--- src/rtl/fetch_pkg.sv ---
// Shared fetch/controller definitions: phase numbering, opcodes, run/halt state.
package fetch_pkg;

    localparam int PHW = 3;

    localparam logic [PHW-1:0] PH_INST_ADDR  = 3'd0;
    localparam logic [PHW-1:0] PH_INST_FETCH = 3'd1;
    localparam logic [PHW-1:0] PH_INST_LOAD  = 3'd2;
    localparam logic [PHW-1:0] PH_IDLE       = 3'd3;
    localparam logic [PHW-1:0] PH_OP_ADDR    = 3'd4;
    localparam logic [PHW-1:0] PH_OP_FETCH   = 3'd5;
    localparam logic [PHW-1:0] PH_ALU_OP     = 3'd6;
    localparam logic [PHW-1:0] PH_STORE      = 3'd7;

    localparam logic [2:0] OP_HLT = 3'd0;
    localparam logic [2:0] OP_SKZ = 3'd1;
    localparam logic [2:0] OP_ADD = 3'd2;
    localparam logic [2:0] OP_AND = 3'd3;
    localparam logic [2:0] OP_XOR = 3'd4;
    localparam logic [2:0] OP_LDA = 3'd5;
    localparam logic [2:0] OP_STO = 3'd6;
    localparam logic [2:0] OP_JMP = 3'd7;

    typedef enum logic {
        ST_RUN  = 1'b0,
        ST_HALT = 1'b1
    } run_state_t;

endpackage

--- src/rtl/phase_counter.sv ---
// Free-running 3-bit instruction phase with run/halt control; owns the halted flag.
module phase_counter
    import fetch_pkg::*;
(
    input  logic           clk,
    input  logic           rst,
    input  logic           halt,
    input  logic           resume,
    input  logic           brk,
    output logic [PHW-1:0] phase,
    output logic           halted
);

    run_state_t     state, state_next;
    logic [PHW-1:0] phase_next;

    always_ff @(posedge clk or posedge rst) begin
        if (rst) begin
            state <= ST_RUN;
            phase <= PH_INST_ADDR;
        end else begin
            state <= state_next;
            phase <= phase_next;
        end
    end

    // halt freezes the phase; a breakpoint lets the 7->0 wrap complete first
    always_comb begin
        state_next = state;
        phase_next = phase;
        case (state)
            ST_RUN: begin
                if (halt) begin
                    state_next = ST_HALT;
                end else begin
                    phase_next = phase + 3'd1;
                    if (brk) state_next = ST_HALT;
                end
            end
            ST_HALT: begin
                if (resume) begin
                    state_next = ST_RUN;
                    phase_next = phase + 3'd1;
                end
            end
            default: state_next = ST_RUN;
        endcase
    end

    assign halted = (state == ST_HALT);

endmodule

--- src/rtl/fetch_sequencer.sv ---
// Fetch sequencer: phase generation, PC, IR and memory address mux.
// Optional breakpoint support with FETCH_SEQUENCER_BREAKPOINT_EN.
module fetch_sequencer
    import fetch_pkg::*;
#(
    parameter int AWIDTH  = 5,
    parameter int DWIDTH  = 8,
    parameter int OPWIDTH = 3
) (
    input  logic               clk,
    input  logic               rst,
    input  logic [DWIDTH-1:0]  mem_data,
    input  logic               sel,
    input  logic               halt,
    input  logic               ld_ir,
    input  logic               inc_pc,
    input  logic               ld_pc,
    input  logic               resume,
`ifdef FETCH_SEQUENCER_BREAKPOINT_EN
    input  logic               brk_en,
    input  logic [AWIDTH-1:0]  brk_addr,
`endif
    output logic [2:0]         phase,
    output logic [OPWIDTH-1:0] opcode,
    output logic [AWIDTH-1:0]  ir_addr,
    output logic [AWIDTH-1:0]  pc,
    output logic [AWIDTH-1:0]  mem_addr,
    output logic               halted
);

    logic [DWIDTH-1:0] ir;
    logic [AWIDTH-1:0] pc_next;
    logic              brk;

    phase_counter u_phase (
        .clk    (clk),
        .rst    (rst),
        .halt   (halt),
        .resume (resume),
        .brk    (brk),
        .phase  (phase),
        .halted (halted)
    );

    // PC strobes are dropped on the halting edge as well as while halted
    always_comb begin
        pc_next = pc;
        if (!halted && !halt) begin
            if (ld_pc)       pc_next = ir_addr;
            else if (inc_pc) pc_next = pc + AWIDTH'(1);
        end
    end

`ifdef FETCH_SEQUENCER_BREAKPOINT_EN
    assign brk = brk_en && !halted && (phase == PH_STORE) && (pc_next == brk_addr);
`else
    assign brk = 1'b0;
`endif

    always_ff @(posedge clk or posedge rst) begin
        if (rst) begin
            pc <= '0;
            ir <= '0;
        end else begin
            pc <= pc_next;
            if (ld_ir && !halted) ir <= mem_data;
        end
    end

    assign opcode   = ir[DWIDTH-1 -: OPWIDTH];
    assign ir_addr  = ir[AWIDTH-1:0];
    assign mem_addr = sel ? pc : ir_addr;

endmodule

--- config.mk ---
export PLATFORM = sky130hd
export DESIGN_NAME = fetch_sequencer
export DESIGN_NICKNAME = d
export VERILOG_FILES = /design/src/rtl/fetch_pkg.sv /design/src/rtl/phase_counter.sv /design/src/rtl/fetch_sequencer.sv
export SDC_FILE = /design/constraint.sdc
export NUM_CORES = 1
export LEC_CHECK = 0
export ABC_AREA = 1
export CORE_ASPECT_RATIO = 1.4
export CORE_MARGIN = 8
export CORE_UTILIZATION = 45
export CTS_CLUSTER_DIAMETER = 100
export CTS_CLUSTER_SIZE = 20
export DETAILED_ROUTE_END_ITERATION = 8
export HOLD_SLACK_MARGIN = 0.12
export PLACE_DENSITY = 0.83
export SYNTH_ARGS = -nofsm -noshare
export SYNTH_HDL_FRONTEND = slang
export SYNTH_SLANG_ARGS = --single-unit
--- constraint.sdc ---
create_clock -name clk -period 1.65 [get_ports clk]
set_input_delay 0.33 -clock clk [delete_from_list [all_inputs] [get_ports clk]]
set_output_delay 0.33 -clock clk [all_outputs]
set_load 0.05 [all_outputs]
==> results of run 1 <==
[final cells by class]
type / instances / area [um^2] / share of cell area
Timing Repair Buffer: 43 / 489 / 0.331
Multi-Input combinational cell: 83 / 455 / 0.308
Sequential cell: 17 / 425 / 0.288
Inverter: 14 / 55.1 / 0.0373
Clock buffer: 4 / 26.3 / 0.0178
Tap cell: 21 / 26.3 / 0.0178
[metrics by stage]
step / util / area [um^2]
detailed placement: 0.728 / 1440
global route: 0.749 / 1480
global placement: 0.728 / 1440
floorplan: - / 965
finish: 0.749 / 1480
CTS: 0.748 / 1480
[registers in the layout, summed over array words and instances (netlist names)]
| signal | cells |
|---|---|
| u_phase.phase | 3 |
| ir | 8 |
| pc | 5 |
| u_phase.halted | 1 |
[power groups by stage]
stage / Clock [mW] / Combinational [mW] / Sequential (mW)
final: 0.220 / 1.52 / 0.705
after global routing: 0.247 / 1.60 / 0.719
after CTS: 0.227 / 1.54 / 0.703
after detailed placement: 0 / 1.53 / 0.711
after global placement: 0 / 1.50 / 0.700
after floorplan: 0 / 0.460 / 1.13
[synth_stat cells (all sizes together)]
cell     n
nand2   45
dfrtp   17
inv     14
nor2    12
nand3    8
a21oi    6
o21ai    5
buf      4
ha       2
nand4    2
o211ai   1
xnor2    1
xor2     1
[timing repair]
item,CTS,global route
setup endpoints to repair,3,5
hold endpoints to repair,0,0
gates resized for setup,2,1
gates cloned,1,0
[worst reg2reg max path, delay by kind of cell, from the launching register on]
| family | cells | cell delay, ps |
|---|---|---|
| buf+inv | 1 | 40 |
| simple gates | 3 | 220 |
| fa+ha+maj | 1 | 300 |
| flops | 1 | 490 |
| compound gates | 1 | 170 |
[metal layers]
layer	up-vias	routed length [um]	global-route usage
li1	452	-	-
met3	2	167	0.0508
met1	418	911	0.147
met2	28	1340	0.234
met4	0	14	0.0357
met5	-	0	0
[worst paths after layout]
check                                                  start                      endpoint  slack (ps)
worst min-delay path                                     rst             pc[4]$_DFFE_PP0P_         340
max in group asynchronous                                rst             pc[2]$_DFFE_PP0P_        1120
worst max-delay path                       pc[3]$_DFFE_PP0P_                   mem_addr[3]          60
min in group clk                u_phase.phase[2]$_DFFE_PP0P_  u_phase.phase[2]$_DFFE_PP0P_         490
worst min register to register  u_phase.phase[2]$_DFFE_PP0P_  u_phase.phase[2]$_DFFE_PP0P_         490
worst max register to register             pc[0]$_DFFE_PP0P_             pc[2]$_DFFE_PP0P_         390
[layout by cell type, fill, tap and decap left out, types with 3 or more instances in the layout]
cell | synthesis | final
buf_12 | 0 | 10
clkdlybuf4s50_1 | 0 | 14
nand2_4 | 4 | 4
nand2_1 | 40 | 40
clkbuf_4 | 0 | 3
inv_2 | 3 | 3
nand3_1 | 8 | 8
dfrtp_1 | 17 | 17
inv_1 | 10 | 10
o21ai_2 | 0 | 3
buf_4 | 0 | 16
nor2_1 | 7 | 7
a21oi_2 | 4 | 6
nor2_2 | 4 | 4
[kinds of logic (layout without fill, tap and decap cells)]
group | Yosys count | in the layout
AND/OR/NAND/NOR | 67 | 67
buffers and inverters | 18 | 61
flip-flops | 17 | 17
AO/OA/AOI/OAI | 12 | 12
adder cells (fa/ha/maj) | 2 | 2
XOR/XNOR | 2 | 2
==> metrics.txt, run 1 <==
# Max-Cap Violations 0; RSZ-0062 raised after global routing false; num ports 38; Antenna Nets Post-Route 0; Critical Path RT 1320 ps; Synth area leaders dfrtp_1 (45%), nand2_1 (16%), nand2_4 (4.7%); Synth Area in Simple Gates 0.333; root buffer cell clkbuf_4; fin nets 180; Comb pwr share 0.622; max-slew violations 0; CTS tree yes; postcts setup bufs 0; setup violators final 0; 1st-iter DRT viols 22; Ys Warns 0; vias per inst 4.95; syn_nets 136; post-synthesis register bit count 17; Cells after Synth 118; Hold Path Class in2async; sum of buffers and inverters on the critical path 2; DPL Wire Length 2010 um; CTS max path bufs 2; critical path startpoint category flop; crit end category output port; P_leak 0.770 nW; Power Dens Cells 1660 nW/um^2; post-route non-filler standard cell count 182; CP delay by family, top flip-flops; gr usage total 0.137; Worst Path Class, Setup reg2out; Synth Area in XOR/XNOR 0.0184; Num Clock Sinks 17; grt ovf 0; # DRC 0; # port buffers 37; drt pass-1 iters 4; Place WS -80.2 ps; crit path cell chain inv_1 -> a21oi_2 -> buf_12; CP max FO 6; Fin Hold WS 336 ps; Layout area overhead 55.6%; Peak VDD IR 0.00114 V; placed insts 177; Final Cycle Share 0.961; multiplexer share of the synthesized area 0; sequential power share 0.288; Synth Area in Compound Gates 0.0817; min cycle time layout 1590 ps; total power draw 2.45 mW; initial antenna violation count 0; routed length per instance 13.4 um; main combinational cell family by area after synthesis simple AND/OR/NAND/NOR gates; sequential fraction of the synthesis area 0.448; largest net degree at the start of global routing 18; final setup TNS 0 ps; status complete, no violations; Pint 1.23 mW; vias in the first global route 926; vias 900; R2R depth 6; CP peak stage delay 480 ps; setup ws final 64.9 ps; detailed-route wire length 2440 um; Sw Pwr 1.22 mW; critical path depth 3; Worst-Margin Slew 289 ps; Mapped Area 950 um^2; CTS buffer count 3; die area 3860 um^2; antenna fix cells 0; row count 19; first-pass GRT wire length 4130 um; H-Tree Depth 1; Synth area leader dfrtp_1; die width 54.8 um; WP data arrival 1260 ps; Clk Latency, worst-skew pair 280 ps; slowest cell on the critical path dfrtp_1; total core area 1970 um^2; Net Sw Frac 0.498; routability cong. 0.751; Hold Vio Cnt, Final 0; clock input transition at the sequential cells of the worst setup and hold paths 100 ps; Max Freq 0.631 GHz; Setup Skew 2.31 ps; share of cells above drive strength 1 0.335; post-synth top area share 0.448; adder-cell area share of the yosys netlist 0.0264; worst slew margin relative to its limit 0.807; fill count 149; Mean Syn Cell Area 8.05 um^2; Die Ht 70.4 um; Initial Util 0.481; Clock Power Share 0.090; cts hold-fix bufs 0; post-synth cell types 21
No activity file was read; power rests on OpenSTA's default activity.
==> run 2, diff against run 1 <==
Settings changed: CORE_ASPECT_RATIO 1.4 to default.
==> metrics.txt, run 2 (synthesis results as in run 1) <==
status complete, no violations (unchanged); CTS buffer count 3 (unchanged); routability cong. 0.818 (was 0.751); total power draw 2.46 mW (was 2.45 mW); Biggest register ir (unchanged); Layout area overhead 60.1% (was 55.6%); vias 901 (was 900); design area 1520 um^2 (was 1480 um^2); max-slew violations 0 (unchanged); clock input transition at the sequential cells of the worst setup and hold paths 90 ps (was 100 ps); Hold Path Class in2async (unchanged); drt pass-1 iters 4 (unchanged); RSZ-0062 raised after global routing false (unchanged); CTS max path bufs 2 (unchanged); Power Dens Cells 1620 nW/um^2 (was 1660 nW/um^2); H-Tree Depth 1 (unchanged); Reg area 425 um^2 (unchanged); antenna fix cells 0 (unchanged); setup violators final 0 (unchanged); slowest cell on the critical path dfrtp_1 (unchanged); Die Ht 61.9 um (was 70.4 um); largest net degree at the start of global routing 18 (unchanged); Worst-Margin Slew 321 ps (was 289 ps); WP data arrival 1200 ps (was 1260 ps); detailed-route wire length 2290 um (was 2440 um); total core area 1980 um^2 (was 1970 um^2); Place WS -19.0 ps (was -80.2 ps); initial antenna violation count 0 (unchanged); fin nets 179 (was 180); gr usage total 0.125 (was 0.137); Peak VDD IR 0.00131 V (was 0.00114 V); Initial Util 0.479 (was 0.481); Final Cycle Share 0.928 (was 0.961); crit end category output port (unchanged); vias in the first global route 888 (was 926); 1st-iter DRT viols 22 (unchanged); routed length per instance 12.2 um (was 13.4 um); Max Freq 0.653 GHz (was 0.631 GHz); most common cell after layout, fill and taps aside nand2_1 (unchanged); DPL Wire Length 1850 um (was 2010 um); CP max FO 9 (was 6); die width 61.9 um (was 54.8 um); Hold Vio Cnt, Final 0 (unchanged); fill count 135 (was 149); CTS tree yes (unchanged); share of cells above drive strength 1 0.331 (was 0.335); worst slew margin relative to its limit 0.786 (was 0.807); critical path startpoint category flop (unchanged); Num Clock Sinks 17 (unchanged); most frequent cells in the layout nand2_1 (40), dfrtp_1 (17), buf_4 (14), clkdlybuf4s50_1 (14), buf_12 (12) (was nand2_1 (40), dfrtp_1 (17), buf_4 (16), clkdlybuf4s50_1 (14)); postcts setup bufs 0 (unchanged); die area 3840 um^2 (was 3860 um^2); Fin Hold WS 347 ps (was 336 ps); # Max-Cap Violations 0 (unchanged); # port buffers 37 (unchanged); # DRC 0 (unchanged); Clk Latency, worst-skew pair 280 ps (about the same); Worst Path Class, Setup reg2out (unchanged); vias per inst 4.82 (was 4.95); CP peak stage delay 540 ps (was 480 ps); grt ovf 0 (unchanged); Antenna Nets Post-Route 0 (unchanged); Multi-input gate area 470 um^2 (was 455 um^2); root buffer cell clkbuf_4 (unchanged); setup ws final 118 ps (was 64.9 ps); sum of buffers and inverters on the critical path 1 (was 2); DP Area 1460 um^2 (was 1440 um^2); crit path cell chain nand2_1 -> o21ai_2 -> buf_12 (was inv_1 -> a21oi_2 -> buf_12); final setup TNS 0 ps (unchanged); cts hold-fix bufs 0 (unchanged); min cycle time layout 1530 ps (was 1590 ps); CP delay by family, top flip-flops (unchanged); max reg flops 8 (unchanged); row count 16 (was 19); largest registers ir (8), pc (5), u_phase.phase (3) (unchanged); Critical Path RT 1320 ps (about the same); Setup Skew 0.487 ps (was 2.31 ps); first-pass GRT wire length 3660 um (was 4130 um); P_leak 0.776 nW (was 0.770 nW); num ports 38 (unchanged)
[run 2: per-stage QoR]
| stage | cells | util |
|---|---|---|
| floorplan | 118 | - |
| global placement | 182 | 0.737 |
| detailed placement | 182 | 0.737 |
| CTS | 186 | 0.753 |
| global route | 187 | 0.767 |
| finish | 187 | 0.767 |
[run 2: path summary, 6_finish.rpt]
check                           cells past startpoint                      endpoint                         start  slack [ps]
worst min register to register                      1  u_phase.phase[2]$_DFFE_PP0P_  u_phase.phase[2]$_DFFE_PP0P_         470
max in group asynchronous                           3             pc[4]$_DFFE_PP0P_                           rst        1120
worst max-delay path                                3                   mem_addr[2]             pc[2]$_DFFE_PP0P_         120
worst max register to register                      6             pc[2]$_DFFE_PP0P_             pc[0]$_DFFE_PP0P_         370
min in group clk                                    1  u_phase.phase[2]$_DFFE_PP0P_  u_phase.phase[2]$_DFFE_PP0P_         470
worst min-delay path                                3             ir[5]$_DFFE_PP0P_                           rst         350
[run 2: routing by layer]
layer  global-route usage  part of all wire  up-vias
li1                     -                 -      452
met3               0.0391             0.072        4
met2                0.220              0.50       28
met1                0.138              0.42      417
met4               0.0455            0.0079        0
met5                    0                 0        -
[run 2: where the power goes]
part / switching [mW] / internal (mW)
combinational: 0.914 / 0.606
sequential: 0.175 / 0.549
clock: 0.125 / 0.0938
total: 1.21 / 1.25
[run 2: what timing repair did]
action,in CTS,in global routing
setup endpoints to repair,3,4
gates cloned,0,1
resized for setup,1,6
[run 2: worst register-to-register path, stage by stage (launching register included)]
cell     delay, ps
dfrtp_1        480
ha_1           280
nand2_1         80
inv_1           40
o21ai_0        190
nand2_1         90
nand2_1         60
[run 2: cell type report]
type / instances / share of cell area
Timing Repair Buffer: 42 / 0.335
Multi-Input combinational cell: 83 / 0.309
Inverter: 14 / 0.0362
Clock buffer: 4 / 0.0173
Tap cell: 27 / 0.0222
Sequential cell: 17 / 0.280
